--- src/rtl/msi_directory_ctrl.sv ---
// MSI coherence directory controller: captures one request, resolves the next
// cache/directory states and coherence message, and issues an optional writeback.
module msi_directory_ctrl (
    input  logic       Clock,
    input  logic       Reset,
    input  logic       reqValid,
    output logic       reqReady,
    input  logic [1:0] WriteRead,
    input  logic [1:0] HitMiss,
    input  logic [2:0] stateCache,
    input  logic [2:0] stateCache2,
    input  logic [2:0] stateDiretorio,
    output logic [2:0] nextCache,
    output logic [2:0] nextCache2,
    output logic [2:0] nextDiretorio,
    output logic [2:0] msg,
    output logic       writeBack,
    output logic       respValid,
    output logic       errorFlag,
    output logic [7:0] txnCount,
    output logic [7:0] wbCount
);

    localparam logic [2:0] ST_I = 3'b001;
    localparam logic [2:0] ST_S = 3'b010;
    localparam logic [2:0] ST_M = 3'b011;

    localparam logic [2:0] MSG_NONE       = 3'b000;
    localparam logic [2:0] MSG_READ_MISS  = 3'b001;
    localparam logic [2:0] MSG_WRITE_MISS = 3'b010;
    localparam logic [2:0] MSG_INVALIDATE = 3'b011;

    typedef enum logic [1:0] {IDLE, LOOKUP, WRITEBACK, RESPOND} fsm_t;

    fsm_t state, state_nxt;

    logic [1:0] wr_p0, hm_p0;
    logic [2:0] sc_p0, sc2_p0, sd_p0;

    logic       illegal;
    logic       is_write, is_hit, wb_need;
    logic [2:0] lk_cache, lk_cache2, lk_dir, lk_msg;

    function automatic logic st_ok(input logic [2:0] s);
        return (s == ST_I) || (s == ST_S) || (s == ST_M);
    endfunction

    function automatic logic [7:0] sat_inc(input logic [7:0] v);
        return (v == 8'hFF) ? v : v + 8'd1;
    endfunction

    assign reqReady = (state == IDLE) && !Reset;

    always_ff @(posedge Clock) begin
        if (Reset) state <= IDLE;
        else       state <= state_nxt;
    end

    always_comb begin
        state_nxt = state;
        case (state)
            IDLE:      if (reqValid) state_nxt = LOOKUP;
            LOOKUP:    state_nxt = wb_need ? WRITEBACK : RESPOND;
            WRITEBACK: state_nxt = RESPOND;
            RESPOND:   state_nxt = IDLE;
            default:   state_nxt = IDLE;
        endcase
    end

    // ---- p0: request capture (data path, no reset needed) ----
    always_ff @(posedge Clock) begin
        if (state == IDLE && reqValid) begin
            wr_p0  <= WriteRead;
            hm_p0  <= HitMiss;
            sc_p0  <= stateCache;
            sc2_p0 <= stateCache2;
            sd_p0  <= stateDiretorio;
        end
    end

    // ---- lookup: protocol table evaluated on the captured request ----
    always_comb begin
        is_write = wr_p0[0];
        is_hit   = hm_p0[0];
        illegal  = !st_ok(sc_p0) || !st_ok(sc2_p0) || !st_ok(sd_p0) ||
                   (wr_p0 > 2'b01) || (hm_p0 > 2'b01) ||
                   (is_hit && sc_p0 == ST_I) ||
                   (sc_p0 == ST_M && sc2_p0 == ST_M);
        lk_cache  = sc_p0;
        lk_cache2 = sc2_p0;
        lk_dir    = sd_p0;
        lk_msg    = MSG_NONE;
        wb_need   = 1'b0;
        if (!illegal) begin
            if (is_write && !is_hit) begin
                lk_cache = ST_M;
                lk_msg   = MSG_WRITE_MISS;
            end else if (is_write) begin
                lk_cache = ST_M;
                lk_msg   = (sc_p0 == ST_S) ? MSG_INVALIDATE : MSG_NONE;
            end else if (!is_hit) begin
                lk_cache = ST_S;
                lk_msg   = MSG_READ_MISS;
            end
            if (is_write)
                lk_cache2 = ST_I;
            else if (!is_hit && sc2_p0 == ST_M)
                lk_cache2 = ST_S;
            // Both writeback sources collapse into a single pulse.
            wb_need = (sc_p0 == ST_M && !is_hit) ||
                      (sc2_p0 == ST_M && (!is_hit || is_write));
            if (lk_cache == ST_M || lk_cache2 == ST_M)
                lk_dir = ST_M;
            else if (lk_cache == ST_S || lk_cache2 == ST_S)
                lk_dir = ST_S;
            else
                lk_dir = ST_I;
        end
    end

    // ---- response registers: loaded on entry to RESPOND, held otherwise ----
    always_ff @(posedge Clock) begin
        if (Reset) begin
            nextCache     <= ST_I;
            nextCache2    <= ST_I;
            nextDiretorio <= ST_I;
            msg           <= MSG_NONE;
            errorFlag     <= 1'b0;
            writeBack     <= 1'b0;
            respValid     <= 1'b0;
            txnCount      <= 8'd0;
            wbCount       <= 8'd0;
        end else begin
            writeBack <= (state_nxt == WRITEBACK);
            respValid <= (state_nxt == RESPOND);
            if (state_nxt == WRITEBACK)
                wbCount <= sat_inc(wbCount);
            if (state_nxt == RESPOND) begin
                nextCache     <= lk_cache;
                nextCache2    <= lk_cache2;
                nextDiretorio <= lk_dir;
                msg           <= lk_msg;
                errorFlag     <= illegal;
                txnCount      <= txnCount + 8'd1;
            end
        end
    end

endmodule
--- config.mk ---
export PLATFORM = sky130hd
export DESIGN_NAME = msi_directory_ctrl
export DESIGN_NICKNAME = d
export VERILOG_FILES = /design/src/rtl/msi_directory_ctrl.sv
export SDC_FILE = /design/constraint.sdc
export NUM_CORES = 1
export LEC_CHECK = 0
export CORE_MARGIN = 2
export CORE_UTILIZATION = 50
export DETAILED_ROUTE_END_ITERATION = 10
export HOLD_SLACK_MARGIN = 0.15
export PLACE_DENSITY = 0.76
export SYNTH_ARGS = -nofsm -noshare
export SYNTH_HDL_FRONTEND = slang
export SYNTH_SLANG_ARGS = --single-unit
--- constraint.sdc ---
create_clock -name Clock -period 3.1 [get_ports Clock]
set_input_delay 0.465 -clock Clock [delete_from_list [all_inputs] [get_ports Clock]]
set_output_delay 0.465 -clock Clock [all_outputs]
set_load 0.005 [all_outputs]
### After elaboration in Yosys (flattened, before gate mapping)

Cells that the tools add are included.

| word-level totals | value |
|---|---|
| register bits after elaboration | 46 |
| latch bits | 0 |
| bits in writable memories | 0 |
| ROM bits | 0 |
| input bits | 16 |
| output and inout bits | 32 |
| word-level logic and storage cells | 91 |
| memories | 0 |

| cells by class | value |
|---|---|
| add/sub/neg operators | 2 |
| multipliers | 0 |
| div/mod/pow operators | 0 |
| magnitude comparators | 2 |
| equal/unequal tests | 19 |
| shift operators | 0 |
| mux-type cells | 21 |
| bitwise operators | 1 |
| reductions and logical operators | 31 |

Operators with widths:

| kind | count |
|---|---|
| 3-bit by 2-bit equality test with 1-bit output (second input constant) | 10 |
| 3-bit two-way mux | 10 |
| 8-bit by 1-bit adder with 8-bit output (second input constant) | 2 |
| 1-bit logical OR | 16 |
| 2-bit two-way mux | 7 |
| 3-bit by 1-bit equality test with 1-bit output (second input constant) | 3 |
| 2-bit equality test (second input constant) | 4 |
| 8-bit equality test (second input constant) | 1 |
| 1-bit logical AND | 8 |
| 2-bit case mux with 4 select lines | 1 |
| 1-bit zero test | 5 |
| 2-bit by 1-bit > comparator with 1-bit output (second input constant) | 2 |
| 1-bit two-way mux | 3 |
| 2-bit by 1-bit equality test with 1-bit output (second input constant) | 1 |
| 2-bit zero test | 1 |
| 2-bit AND reduction | 1 |
| 1-bit NOT | 1 |

### Longest topological paths before layout

Gate-level depths: netlist of run 1.

| depth | value |
|---|---|
| depth after elaboration | 16 |
| depth in mapped cells | 9 |
| mapped depth without buffers | 8 |

### Least setup slack after synthesis of run 1

OpenSTA, ideal clock, no wires.

| path | value |
|---|---|
| path type | register -> register |
| start | reg state[0] |
| end | reg wbCount[4] |
| library setup time | 0.070 ns |
| data arrival time | 1.825 ns |
| required time | 3.030 ns |
| setup slack | 1.205 ns |
| stages on the path, launching flop included | 10 |
| path buffers | 1 |
| clock period less this slack | 1.895 ns |
| cell sequence | dfxtp_1 inv_1 ha_1 nor2_1 nand4bb_1 o21ai_2 o2111ai_2 buf_6 or3_1 a21oi_1 |

| on the way | value |
|---|---|
| word-level cells in the longest chain between the ends | 4 |
| elaborated cells on any way between the ends | 8 |
| those cells by class | 4 x eq/ne; 2 x mux; 2 x reduce/logical |

Ends and longest elaborated chain:

| element | line | RTL |
|---|---|---|
| start: declaration | 35 | `fsm_t state, state_nxt;` |
| start signal: assignment | 56 | `else state <= state_nxt;` |
| 2-bit equality test (tied with other cells) | 61 | `case (state)` |
| 2-bit case mux with 4 select lines (*) | 61 |  |
| 2-bit equality test (*) | 136 | `if (state_nxt == WRITEBACK)` |
| 2-bit AND reduction (no source line) (*) | -- |  |
| end signal: assignment | 137 | `wbCount <= sat_inc(wbCount);` |
| end: declaration | 21 | `output logic [7:0] wbCount` |

Every way passes the cells marked *; elsewhere a longest branch is shown, timed or not.
A chain may end at the register's enable or synchronous reset.

### Worst setup path in the final report of run 1

| path | value |
|---|---|
| start | reg state[0] |
| end | reg txnCount[3] |

| on the way | value |
|---|---|
| word-level cells in the longest chain between the ends | 3 |
| elaborated cells on any way between the ends | 7 |
| those cells by class | 4 x eq/ne; 2 x mux; 1 x reduce/logical |

Ends and longest elaborated chain:

| element | line | RTL |
|---|---|---|
| 2-bit equality test (tied with other cells) | 61 |  |
| 2-bit case mux with 4 select lines (*) | 61 |  |
| 2-bit equality test (*) | 138 | `if (state_nxt == RESPOND) begin` |
| end signal: assignment | 144 | `txnCount <= txnCount + 8'd1;` |
| end: declaration | 20 | `output logic [7:0] txnCount,` |

Marked as above.

==> results of run 1 <==
[worst register-to-register path, stage by stage, from the launching register on]
cell       delay (ns)
dfxtp_1          0.36
inv_1            0.09
ha_1             0.27
nor2_1           0.12
nand4bb_1        0.17
o211ai_2         0.33
nand2_4          0.25
nand4_1          0.18
mux2_2           0.33
[final timing paths]
kind,depth (start not counted),to,slack (ns)
max,8,txnCount[3],0.90
min,2,msg[1],0.49
max reg2reg,8,txnCount[3],0.90
min reg2reg,2,msg[1],0.49
[per-stage QoR]
stage               hold slack [ns]  instance area (um^2)  instances  setup WS, ns  power [uW]
global placement             0.4700                  2605        294        0.7054        1776
detailed placement           0.4778                  2605        294        0.6899        1796
floorplan                    0.4598                  2132        206         1.205        1568
finish                       0.4908                  2691        302        0.8986        2139
global route                 0.5161                  2691        302        0.7022        2287
CTS                          0.4898                  2691        302        0.8870        2161
[area by class of cell]
cell class	instances	area (um^2)	area share, %
clock buffer	5	68.82	2.557
sequential	45	1031	38.31
multi-input combinational	146	1021	37.94
clock inverter	3	17.52	0.6509
timing repair buffer	47	467.9	17.39
tap	50	62.56	2.325
inverter	6	22.52	0.8368
[per-layer routing]
metal	global-route usage (%)	wire length, um	share of wire (%)
met5	0	0	0
met4	5.664	53	1.3
met3	5.087	232	5.6
met2	31.09	2045	49
met1	23.77	1844	44
[cell usage in the layout (no fill, tap or decap), drive strengths merged, types with 3 or more instances in the layout]
cell type       n
a211oi          3
a21oi          16
and2            3
and3            5
clkbuf          5
clkdlybuf4s50  46
dfxtp          32
edfxtp         13
ha              6
inv             6
mux2            3
mux2i           5
nand2           7
nand3          12
nand3b          3
nand4           4
nor2           26
nor2b           8
nor3            3
o21ai          10
or3             5
[state kept, by name (all words and copies together), names as in the netlist, 3 cells and up]
signal         flops
nextCache          3
nextCache2         3
nextDiretorio      3
sc2_p0             3
sc_p0              3
sd_p0              3
txnCount           8
wbCount            8
[power groups by stage]
stage,sequential (uW),combinational [uW],clock [uW]
floorplan,839,729,0
global placement,861,915,0
detailed placement,864,932,0
CTS,853,938,371
global route,873,1020,397
finish,853,924,362
[logic make-up (layout without fill, tap and decap cells)]
kind of cell	after synthesis	after routing	share of synthesized area, %
AO/OA/AOI/OAI	44	44	15.85
buffers and inverters	15	61	3.755
multiplexers	8	8	3.932
adder cells (fa/ha/maj)	6	6	3.521
XOR/XNOR	3	3	1.233
AND/OR/NAND/NOR	84	84	23.18
other	1	1	0.1759
flip-flops	45	45	48.36
==> impl_metrics.csv, run 1 <==
group,metric,value,unit
worst_setup_path,arrival,2.40,ns
place,gp_congestion,0.8339,
logic_synthesis,yosys.area.top_type,"dfxtp_1",
global_route,antenna_found_initial,0,
layout,final_layout_size_suffix_gt1_share,10.71,%
detailed_routing,drt-vias-per-instance,5.503,
place,port_buffers,46,
die,core,0.004058,mm^2
sta,finClkSkew,0.003509,ns
sta,fin_crit_sh,71.01,%
power_and_ir_drop,peakVddDrop,557.9,uV
clocking,cts_tree,"yes",
layout,fillers,329,
clocking,numCtsBuffers,5,
die,rows,23,
logic_synthesis,yosysMostFrequentCell,"dfxtp_1",
clocking,clockBufferDepth,2,
detailed_routing,wl_per_cell,13.82,um
worst_setup_path,cp-start-kind,"flop",
detailed_routing,drt-initial-drc-count,78,
power_and_ir_drop,pwr-share-clk,16.9,%
place,dpl.hpwl,3023,um
detailed_routing,vias,1662,
layout,area_growth_syn_to_layout,26.23,%
logic_synthesis,synth_edf_count,13,
global_route,grt_max_degree,36,
logic_synthesis,yosys_most_used_dff,"dfxtp_1",
global_route,gr-total-overflow,0,
worst_setup_path,crit_path_start,"state[0]",
sta,hold_violations,0,
clocking,hold_buffers,0,
global_route,grt_use_total,18.72,%
layout,antenna-diode-count,0,
sta,grt_setup_unrepaired,"false",
worst_setup_path,crit_path_max_fanout,27,
sta,finalSetupViolations,0,
layout,final_nets,273,
logic_synthesis,synth_top_area_share,30.05,%
clocking,clkLatencyLatePin,0.30,ns
clocking,cts_setup_buffers,0,
global_route,grt_pass1_vias,1580,
logic_synthesis,synth_area,0.002132,mm^2
run,cap_violations,0,
sta,fmax,0.4542,GHz
worst_setup_path,crit_type,"reg2reg",
power_and_ir_drop,p_switching,814.7,uW
logic_synthesis,yosys_warnings,0,
sta,finalSetupTns,0,ns
detailed_routing,ant_nets,0,
logic_synthesis,synth.distinct_cells,55,
worst_setup_path,required,3.30,ns
layout,final_util,66.33,%
die,start_util,52.54,%
logic_synthesis,synth_common_cells,"32 x dfxtp_1, 26 x nor2_1, 16 x a21oi_1, 13 x edfxtp_1, 12 x nand3_1",
worst_setup_path,cpLargestDelayFamily,"simple AND/OR/NAND/NOR gates",
die,die_area,0.004802,mm^2
sta,layout_min_cycle_time,2.201,ns
detailed_routing,first_pass_iters,4,
logic_synthesis,synth_area_leaders,"dfxtp_1 30%, edfxtp_1 18%, nor2_1 4.6%",
sta,slew_viol_final,0,
clocking,cts_resized,0,
worst_hold_path,min_from,"msg[1]",
die,die_y,69.30,um
clocking,clock-root-buffer,"clkbuf_8",
clocking,cts_num_sinks,45,
worst_setup_path,worstPathCellList,"inv_1, ha_1, nor2_1, nand4bb_1, o211ai_2, nand2_4, nand4_1, mux2_2",
sta,tightest_slew,0.5802,ns
clocking,htreeDepth,2,
detailed_routing,drcViolationCount,0,
die,boundaryPins,48,
logic_synthesis,synth-seq-cells,45,
logic_synthesis,syn_nets,228,
global_route,grt_pass1_wl,7293,um
logic_synthesis,async_flop_share,0,%
sta,slew_headroom,61.32,%
logic_synthesis,synth_area_per_cell,10.35,um^2
outcome,outcome,"complete, no violations",
power_and_ir_drop,comb_power_share,43.2,%
logic_synthesis,syn_inst,206,
power_and_ir_drop,p_int,1324,uW
power_and_ir_drop,powerDensity,794.7,mW/mm^2
worst_setup_path,critical_path.max_stage_delay,0.36,ns
worst_setup_path,cp_num_buf_inv,1,
worst_setup_path,end_kind,"flop",
worst_setup_path,crit_slowest_cell,"dfxtp_1",
worst_setup_path,r2r_start,"state[0]",
power_and_ir_drop,switching_share,38.09,%
worst_hold_path,hp-class,"reg2reg",
die,die_w,69.30,um
clocking,clk_pin_slew,0.09,ns
power_and_ir_drop,p_seq_share,39.9,%
logic_synthesis,seq_area_frac_synth,48.36,%
power_and_ir_drop,power.leakage,0.0009773,uW
detailed_routing,wl,4175,um
(Power assumes the default switching activity.)
==> run 2: changes to the inputs <==
- clock period: 3.1 -> 2.25 ns (I/O delays scaled with it)
==> run 2 against run 1 <==
Net effect:
- critical path depth increased by 1
- flip-flop and latch count unchanged
- sequential power increased by 36%
- register-to-register slack got worse by 0.77 ns
- routed wire length increased by 5.4%
- power increased by 55%
- worst hold slack got worse by 0.0093 ns
- utilization increased by 3.5 points
- clock skew decreased by 0.0022 ns
- fmax increased by 3.6%
- critical endpoint is now wbCount[3]
- highest routed layer unchanged
==> impl_metrics.csv, run 2 (synthesized netlist as in run 1, its figures left out) <==
group,metric,value,unit
global_route,antenna_found_initial,0,
worst_setup_path,arrival,2.36,ns
layout,layout_commonest_cell,"clkdlybuf4s50_1",
run,cap_violations,0,
power_and_ir_drop,powerDensity,1171,mW/mm^2
sta,finClkSkew,0.001300,ns
clocking,htreeDepth,2,
global_route,grt_max_degree,36,
layout,final_layout_size_suffix_gt1_share,14.83,%
place,dpl.hpwl,3036,um
sta,tightest_slew,0.5734,ns
layout,final_nets,284,
clocking,clk_pin_slew,0.08,ns
sta,slew_headroom,61.77,%
global_route,grt_use_total,18.01,%
worst_setup_path,end_kind,"flop",
detailed_routing,first_pass_iters,4,
sta,grt_setup_unrepaired,"false",
layout,antenna-diode-count,0,
worst_setup_path,crit_type,"reg2reg",
die,start_util,52.54,%
clocking,cts_tree,"yes",
detailed_routing,vias,1729,
die,die_w,69.30,um
detailed_routing,wl_per_cell,14.06,um
clocking,clock-root-buffer,"clkbuf_8",
sta,finalSetupTns,0,ns
clocking,cts_num_sinks,45,
detailed_routing,drcViolationCount,0,
detailed_routing,ant_nets,0,
worst_setup_path,required,2.48,ns
worst_hold_path,hp-class,"reg2reg",
global_route,gr-total-overflow,0,
detailed_routing,drt-vias-per-instance,5.524,
worst_setup_path,cp-start-kind,"flop",
place,gp_congestion,0.8407,
die,core,0.004058,mm^2
sta,hold_violations,0,
power_and_ir_drop,peakVddDrop,1052,uV
die,die_area,0.004802,mm^2
sta,fin_crit_sh,94.47,%
die,die_y,69.30,um
layout,final_cell_mix,"46 x clkdlybuf4s50_1, 31 x dfxtp_1, 26 x nor2_1",
clocking,hold_buffers,0,
detailed_routing,wl,4400,um
worst_setup_path,crit_path_max_fanout,4,
power_and_ir_drop,power.leakage,0.001042,uW
global_route,grt_pass1_vias,1472,
worst_hold_path,min_from,"msg[1]",
sta,slew_viol_final,0,
layout,reg_top3,"txnCount (8), wbCount (8)",
clocking,numCtsBuffers,5,
sta,layout_min_cycle_time,2.126,ns
layout,area_growth_syn_to_layout,32.92,%
sta,fmax,0.4705,GHz
global_route,grt_pass1_wl,6920,um
sta,finalSetupViolations,0,
place,port_buffers,46,
detailed_routing,drt-initial-drc-count,71,
place,pre_cts_ws,0.01359,ns
worst_setup_path,crit_path_start,"state[0]",
clocking,clockBufferDepth,2,
sta,setup_ws,0.1244,ns
outcome,outcome,"complete, no violations",
die,rows,23,
worst_setup_path,r2r_start,"state[0]",
clocking,clkLatencyLatePin,0.29,ns
die,boundaryPins,48,
run 2: final cells by class:
type                       count  area [um^2]
multi-input combinational    147         1059
clock buffer                   7        97.59
fill                         325         1224
tap                           50        62.56
clock inverter                 1        5.005
timing repair buffer          57        555.5
sequential                    45         1032
inverter                       6        22.52
run 2: path summary, 6_finish.rpt:
kind	to	slack (ns)	cells past startpoint
setup / recovery	wbCount[3]	0.12	9
hold / removal	msg[1]	0.48	2
setup reg to reg	wbCount[3]	0.12	9
hold reg to reg	msg[1]	0.48	2
run 2: timing repair:
item	4_1_cts	5_1_grt
endpoints found under the hold margin	0	0
resized for setup	0	4
setup endpoints to repair	0	13
setup buffers	0	4
run 2: metal layers:
layer | vias to the layer above | routed length, um | GRT usage (%)
met5 | - | 0 | 0
met1 | 813 | 1982 | 23.89
met3 | 7 | 201 | 5.233
li1 | 865 | - | -
met2 | 44 | 2163 | 28.31
met4 | 0 | 53 | 5.882
run 2: critical path, stage by stage (launching register included):
cell and delay [ns]:
dfxtp_2 0.35, inv_1 0.08, ha_1 0.23, nor2_1 0.11, nand4bb_1 0.20, o21ai_2 0.28, o2111ai_4 0.16, buf_4 0.18
or3_1 0.35, a21oi_1 0.14
run 2: power by group:
part / internal, uW / total (uW) / leakage (uW) / switching [uW]
Sequential: 1030 / 1160 / 0.000383 / 136
Combinational: 796 / 1610 / 0.000605 / 811
Clock: 285 / 549 / 0.0000534 / 264
run 2: per-stage QoR:
step	utilization, %	power [uW]	cell area [um^2]	hold WS (ns)	instances
global placement	65.62	2603	2663	0.4637	300
CTS	68.15	3187	2765	0.4820	308
global route	69.84	3552	2834	0.5128	313
finish	69.84	3320	2834	0.4816	313
floorplan	-	2161	2132	0.4364	206
detailed placement	65.62	2623	2663	0.4700	300
